<file path="config.mk">
export PLATFORM = sky130hd
export DESIGN_NAME = hazard_stall_ctrl
export DESIGN_NICKNAME = d
export VERILOG_FILES = /design/src/rtl/hazard_stall_ctrl_pkg.sv /design/src/rtl/hazard_stall_ctrl_sat_counter.sv /design/src/rtl/hazard_stall_ctrl.sv
export SDC_FILE = /design/constraint.sdc
export NUM_CORES = 1
export LEC_CHECK = 0
export CAP_MARGIN = 0
export CORE_MARGIN = 2
export CORE_UTILIZATION = 51
export DETAILED_ROUTE_END_ITERATION = 10
export GPL_ROUTABILITY_DRIVEN = 0
export PLACE_DENSITY = 0.88
export SYNTH_ARGS = -nofsm -noshare
export SYNTH_HDL_FRONTEND = slang
export SYNTH_SLANG_ARGS = --single-unit
</file>
<file path="constraint.sdc">
create_clock -name clk -period 2.3 [get_ports clk]
set_input_delay 0.23 -clock clk [delete_from_list [all_inputs] [get_ports clk]]
set_output_delay 0.23 -clock clk [all_outputs]
set_load 0.01 [all_outputs]
</file>
<file path="src/rtl/hazard_stall_ctrl_pkg.sv">
// rtl/hazard_stall_ctrl_pkg.sv - shared types and default widths for the pipeline stall controller
package hazard_stall_ctrl_pkg;

    typedef enum logic [1:0] {
        RUN      = 2'd0,
        FLUSH    = 2'd1,
        MEM_WAIT = 2'd2
    } hz_state_t;

    localparam int HZ_REG_IDX_W = 3;
    localparam int HZ_CNT_W     = 16;

endpackage

</file>
<file path="src/rtl/hazard_stall_ctrl_sat_counter.sv">
// rtl/hazard_stall_ctrl_sat_counter.sv - saturating event counter with synchronous clear
module sat_counter #(
    parameter int W = 16
) (
    input  logic         clk,
    input  logic         rst,
    input  logic         clr,
    input  logic         inc,
    output logic [W-1:0] count
);

    always_ff @(posedge clk or negedge rst) begin
        if (!rst) begin
            count <= '0;
        end else if (clr) begin
            count <= '0;
        end else if (inc && (count != {W{1'b1}})) begin
            count <= count + W'(1);
        end
    end

endmodule

</file>
<file path="src/rtl/hazard_stall_ctrl.sv">
// rtl/hazard_stall_ctrl.sv - load-use, branch-flush and memory-freeze control for the pipeline registers and PC
module hazard_stall_ctrl
    import hazard_stall_ctrl_pkg::*;
#(
    parameter int REG_IDX_W      = HZ_REG_IDX_W,
    parameter int CNT_W          = HZ_CNT_W,
    parameter int BRANCH_PENALTY = 2,
    parameter int MEM_TIMEOUT    = 64
) (
    input  logic                 clk,
    input  logic                 rst,
    input  logic [REG_IDX_W-1:0] id_rs1,
    input  logic [REG_IDX_W-1:0] id_rs2,
    input  logic                 id_use_rs1,
    input  logic                 id_use_rs2,
    input  logic                 ex_mem_read,
    input  logic                 ex_rf_write_en,
    input  logic [REG_IDX_W-1:0] ex_rd,
    input  logic                 branch_taken,
    input  logic                 mem_req,
    input  logic                 mem_ready,
    input  logic                 perf_clr,
    output logic                 pc_write_en,
    output logic                 pr1_write_en,
    output logic                 pr1_flush,
    output logic                 pr2_write_en,
    output logic                 pr2_flush,
    output logic                 pr3_write_en,
    output logic [CNT_W-1:0]     stall_cnt,
    output logic [CNT_W-1:0]     flush_cnt,
    output logic                 mem_timeout
);

    localparam int FL_W = $clog2(BRANCH_PENALTY + 1);
    localparam int WC_W = $clog2(MEM_TIMEOUT + 1);
    localparam logic [FL_W-1:0] FL_RELOAD = FL_W'(BRANCH_PENALTY - 1);
    localparam logic [WC_W-1:0] WC_MAX    = WC_W'(MEM_TIMEOUT);

    hz_state_t       state, state_next, saved_state, saved_next, eff_state;
    logic [FL_W-1:0] flush_left, flush_left_next;
    logic [WC_W-1:0] wcnt, wcnt_next, wcnt_inc;
    logic            mem_stall, load_use, flush_inc, stall_inc;

    assign mem_stall = mem_req & ~mem_ready;
    assign load_use  = ex_mem_read & ex_rf_write_en &
                       ((id_use_rs1 & (id_rs1 == ex_rd)) | (id_use_rs2 & (id_rs2 == ex_rd)));
    assign wcnt_inc  = (wcnt == WC_MAX) ? wcnt : wcnt + WC_W'(1);
    // On the release cycle of a freeze, behave as the state that was interrupted.
    assign eff_state = (state == MEM_WAIT) ? saved_state : state;

    always_comb begin
        pc_write_en     = 1'b1;
        pr1_write_en    = 1'b1;
        pr1_flush       = 1'b0;
        pr2_write_en    = 1'b1;
        pr2_flush       = 1'b0;
        pr3_write_en    = 1'b1;
        state_next      = eff_state;
        saved_next      = saved_state;
        flush_left_next = flush_left;
        wcnt_next       = '0;
        flush_inc       = 1'b0;
        if (!rst) begin
            pc_write_en  = 1'b0;
            pr1_write_en = 1'b0;
            pr2_write_en = 1'b0;
            pr3_write_en = 1'b0;
            pr1_flush    = 1'b1;
            pr2_flush    = 1'b1;
            state_next   = RUN;
        end else if (mem_stall) begin
            pc_write_en  = 1'b0;
            pr1_write_en = 1'b0;
            pr2_write_en = 1'b0;
            pr3_write_en = 1'b0;
            state_next   = MEM_WAIT;
            saved_next   = (state == MEM_WAIT) ? saved_state : state;
            wcnt_next    = wcnt_inc;
        end else if (branch_taken) begin
            pr1_flush = 1'b1;
            pr2_flush = 1'b1;
            flush_inc = 1'b1;
            if (BRANCH_PENALTY > 1) begin
                state_next      = FLUSH;
                flush_left_next = FL_RELOAD;
            end else begin
                state_next = RUN;
            end
        end else if (eff_state == FLUSH) begin
            pr1_flush       = 1'b1;
            pr2_flush       = 1'b1;
            flush_left_next = flush_left - FL_W'(1);
            state_next      = (flush_left <= FL_W'(1)) ? RUN : FLUSH;
        end else if (load_use) begin
            pc_write_en  = 1'b0;
            pr1_write_en = 1'b0;
            pr2_flush    = 1'b1;
        end
    end

    assign stall_inc = rst & ~pc_write_en;

    always_ff @(posedge clk or negedge rst) begin
        if (!rst) begin
            state       <= RUN;
            saved_state <= RUN;
            flush_left  <= '0;
            wcnt        <= '0;
            mem_timeout <= 1'b0;
        end else begin
            state       <= state_next;
            saved_state <= saved_next;
            flush_left  <= flush_left_next;
            wcnt        <= wcnt_next;
            if (perf_clr) begin
                mem_timeout <= 1'b0;
            end else if (mem_stall && (wcnt_inc == WC_MAX)) begin
                mem_timeout <= 1'b1;
            end
        end
    end

    sat_counter #(.W(CNT_W)) u_stall_cnt (
        .clk   (clk),
        .rst   (rst),
        .clr   (perf_clr),
        .inc   (stall_inc),
        .count (stall_cnt)
    );

    sat_counter #(.W(CNT_W)) u_flush_cnt (
        .clk   (clk),
        .rst   (rst),
        .clr   (perf_clr),
        .inc   (flush_inc),
        .count (flush_cnt)
    );

endmodule

</file>
==> run_results.csv <==
group,metric,value,unit
outcome,status,"finished, final reports clean",
setup_path,cpMostUsedCell,"buf_4",
synthesis,syn-num-nets,324,
detailed_routing,drt_iter0_drc,141,
pwr,peakVddDrop,0.000343,V
timing,hold_viol,0,
timing,period_share,97.4,%
pwr,combPwrFrac,13.3,%
setup_path,path_cells,"nor4bb_4 > buf_4 > o41ai_4 > buf_4 > o211ai_2 > or4b_1 > a21oi_2",
final_layout,design_area,3580,um^2
global_routing,use_met3,4.71,%
clocking,root_buffer,"clkbuf_8",
pwr,p_switching,418,uW
detailed_routing,wl_per_cell,14.4,um
placement,io_buffers,57,
pwr,seq_power_share,50.4,%
global_routing,gr-total-overflow,0,
setup_path,cp-end-kind,"register",
synthesis,ys_seq_area_share,42.0,%
die,dieHeight,77.3,um
placement,detailed_place_hpwl,4410,um
global_routing,grt_pass1_wl,10500,um
timing,fmax,0.446,GHz
pwr,power,1680,uW
global_routing,grt_busiest_layer,"met2",
clocking,cts_buffer_depth,2,
detailed_routing,routed-via-count,2407,
timing,finalSetupViolCount,0,
clocking,cts_sinks,46,
synthesis,yosysWarnings,0,
synthesis,synth_ff_type,"dfrtp_1",
synthesis,syn_avg_cell_area,9.13,um^2
clocking,cts_buffers,5,
timing,worst_pin_slew,0.622,ns
pwr,swShare,24.9,%
detailed_routing,ant_nets,0,
synthesis,syn_inst,300,
timing,finalSetupTns,0,ns
final_layout,final_common_cell,"clkdlybuf4s50_1",
pwr,pwr-share-clk,36.3,%
detailed_routing,viasPerCell,5.57,
synthesis,synth_edf_count,0,
global_routing,antenna_found_initial,0,
timing,slew_viol_final,0,
global_routing,grt.total_usage,21.8,%
detailed_routing,drcViolationCount,0,
final_layout,nets,385,
clocking,cts_tree,"yes",
timing,clock_skew,0.00131,ns
detailed_routing,drt_wl_total,6220,um
placement,placed_cell_area,3410,um^2
final_layout,diodes,0,
clocking,clk_pin_slew_worst_paths,0.08,ns
synthesis,synth_cell_types,50,
synthesis,async_flop_share,100,%
die,ioPinCount,58,
pwr,leakage,0.00143,uW
timing,whs,0.0257,ns
setup_path,cp.required,2.54,ns
final_layout,layout_common_cells,"53 x clkdlybuf4s50_1, 46 x dfrtp_1, 37 x nor2_1",
setup_path,crit_path_start_kind,"register",
die,die_w,77.3,um
global_routing,met2_usage,37.2,%
setup_path,critPathSlowestCell,"or4b_1",
global_routing,met1_usage,27.5,%
hold_path,hold_path_class,"in -> async",
global_routing,grt_pass1_vias,2277,
final_layout,fin_util,69.7,%
detailed_routing,drt-pass1-iter-count,5,
die,core_area,5140,um^2
flow_run,cap_violations,0,
pwr,pwr_density_cell,469,nW/um^2
clocking,cts.htree.levels,2,
setup_path,path_class,"reg -> reg",
setup_path,cp_data_arrival_time,2.48,ns
die,start_util,53.3,%
timing,slew_headroom,58.2,%
synthesis,syn_area,2740,um^2
final_layout,area_growth_syn_to_layout,30.7,%
clocking,clk_latency,0.31,ns
setup_path,cp_max_fo,6,
timing,timing.final.crit_period,2.24,ns
synthesis,ys_seq_elements,46,
die,row_count,26,
pwr,cell_internal_pwr,1260,uW
setup_path,slowest_delay,0.54,ns
global_routing,grt_max_degree,38,
die,die-area,5980,um^2
final_layout,drive_above_1_share,9.39,%
==> stage by stage <==
| stage | setup slack [ns] | std cells |
|---|---|---|
| after global routing | -0.0381 | 432 |
| after floorplan | 0.466 | 300 |
| after CTS | 0.0556 | 432 |
| after global placement | 0.0915 | 422 |
| final | 0.0597 | 432 |
| after detailed placement | 0.0359 | 422 |
==> power groups by stage <==
| stage | Sequential (uW) | Combinational, uW | Clock (uW) |
|---|---|---|---|
| floorplan | 857 | 112 | 0 |
| global placement | 859 | 209 | 0 |
| detailed placement | 860 | 215 | 0 |
| finish | 846 | 223 | 610 |
| CTS | 846 | 220 | 610 |
| global route | 849 | 246 | 640 |
==> flip-flops by register name, indices dropped and copies added, names as in the netlist <==
register and cells:
mem_timeout 1, state 2, u_stall_cnt.count 16, u_flush_cnt.count 16
saved_state 2, flush_left 2, wcnt 7
==> cell usage after synthesis, types with 2 or more instances <==
cell type	number	area [um^2]
nor2b_1	10	62.6
or2_2	4	25.0
and2_1	5	31.3
nand3b_1	2	15.0
buf_4	3	22.5
o21a_1	2	15.0
o41ai_1	3	26.3
xor2_1	2	17.5
nand3_1	13	65.1
nand4_1	8	50.1
or4_1	5	37.5
nand2_1	20	75.1
o21ai_0	5	25.0
nor3_1	11	55.1
o31ai_1	5	37.5
xnor2_1	26	228
nor4b_1	2	17.5
clkbuf_1	9	33.8
nor3b_1	3	22.5
nor4_1	6	37.5
and3_1	7	43.8
nor2_1	37	139
a21oi_1	14	70.1
inv_1	10	37.5
mux2_1	7	78.8
buf_2	5	25.0
dfrtp_1	46	1150
ha_1	5	62.6
a211oi_1	4	30.0
==> worst max-delay path: cells and delay by family, from the launching register on <==
family | cells | cell delay [ns]
AO/OA/AOI/OAI | 3 | 0.68
AND/OR/NAND/NOR | 2 | 0.72
flip-flops | 1 | 0.43
buffers and inverters | 2 | 0.35
==> metal layers <==
metal	part of all wire, %	vias to the layer above
met5	0	-
met4	1.5	0
met3	5.1	10
met2	50	64
met1	44	1153
li1	-	1180
==> worst paths after layout <==
path                                                     endpoint  slack (ns)  cells after the start                       from
worst min-delay path                            wcnt[5]$_DFF_PN0_        0.03                      2                        rst
worst min register to register          flush_left[1]$_DFFE_PN0P_        0.51                      2  flush_left[1]$_DFFE_PN0P_
worst max register to register  u_stall_cnt.count[12]$_DFFE_PN0P_        0.06                      7         state[1]$_DFF_PN0_
min in group clk                               state[1]$_DFF_PN0_        0.23                      3                        rst
worst max-delay path            u_stall_cnt.count[12]$_DFFE_PN0P_        0.06                      7         state[1]$_DFF_PN0_
max in group asynchronous       u_flush_cnt.count[12]$_DFFE_PN0P_        1.69                      3                        rst
==> cell families (layout without fill, tap and decap cells) <==
| logic type | count (synthesis) | count (layout) | synth area share [%] |
|---|---|---|---|
| AO/OA/AOI/OAI | 43 | 43 | 11.2 |
| XOR/XNOR | 28 | 28 | 8.95 |
| flip-flops | 46 | 46 | 42.0 |
| buffers and inverters | 28 | 90 | 4.47 |
| adder cells (fa/ha/maj) | 5 | 5 | 2.28 |
| AND/OR/NAND/NOR | 141 | 141 | 27.4 |
| multiplexers | 9 | 9 | 3.65 |
==> area by class of cell <==
| class | instances | area [um^2] |
|---|---|---|
| Sequential cell | 46 | 1150 |
| Clock inverter | 1 | 30.0 |
| Tap cell | 70 | 87.6 |
| Inverter | 11 | 41.3 |
| Timing Repair Buffer | 71 | 686 |
| Multi-Input combinational cell | 226 | 1510 |
| Clock buffer | 7 | 76.3 |
| Fill cell | 437 | 1560 |
==> timing repair <==
item                                    CTS  global route
endpoints found under the setup margin    4             3
pin swaps                                 2             0
hold buffers                              1             0
hold endpoints to repair                 13             0
setup buffers                             1             0
gates resized for setup                   5             5
Note: power is estimated with default switching activity, not from simulation.
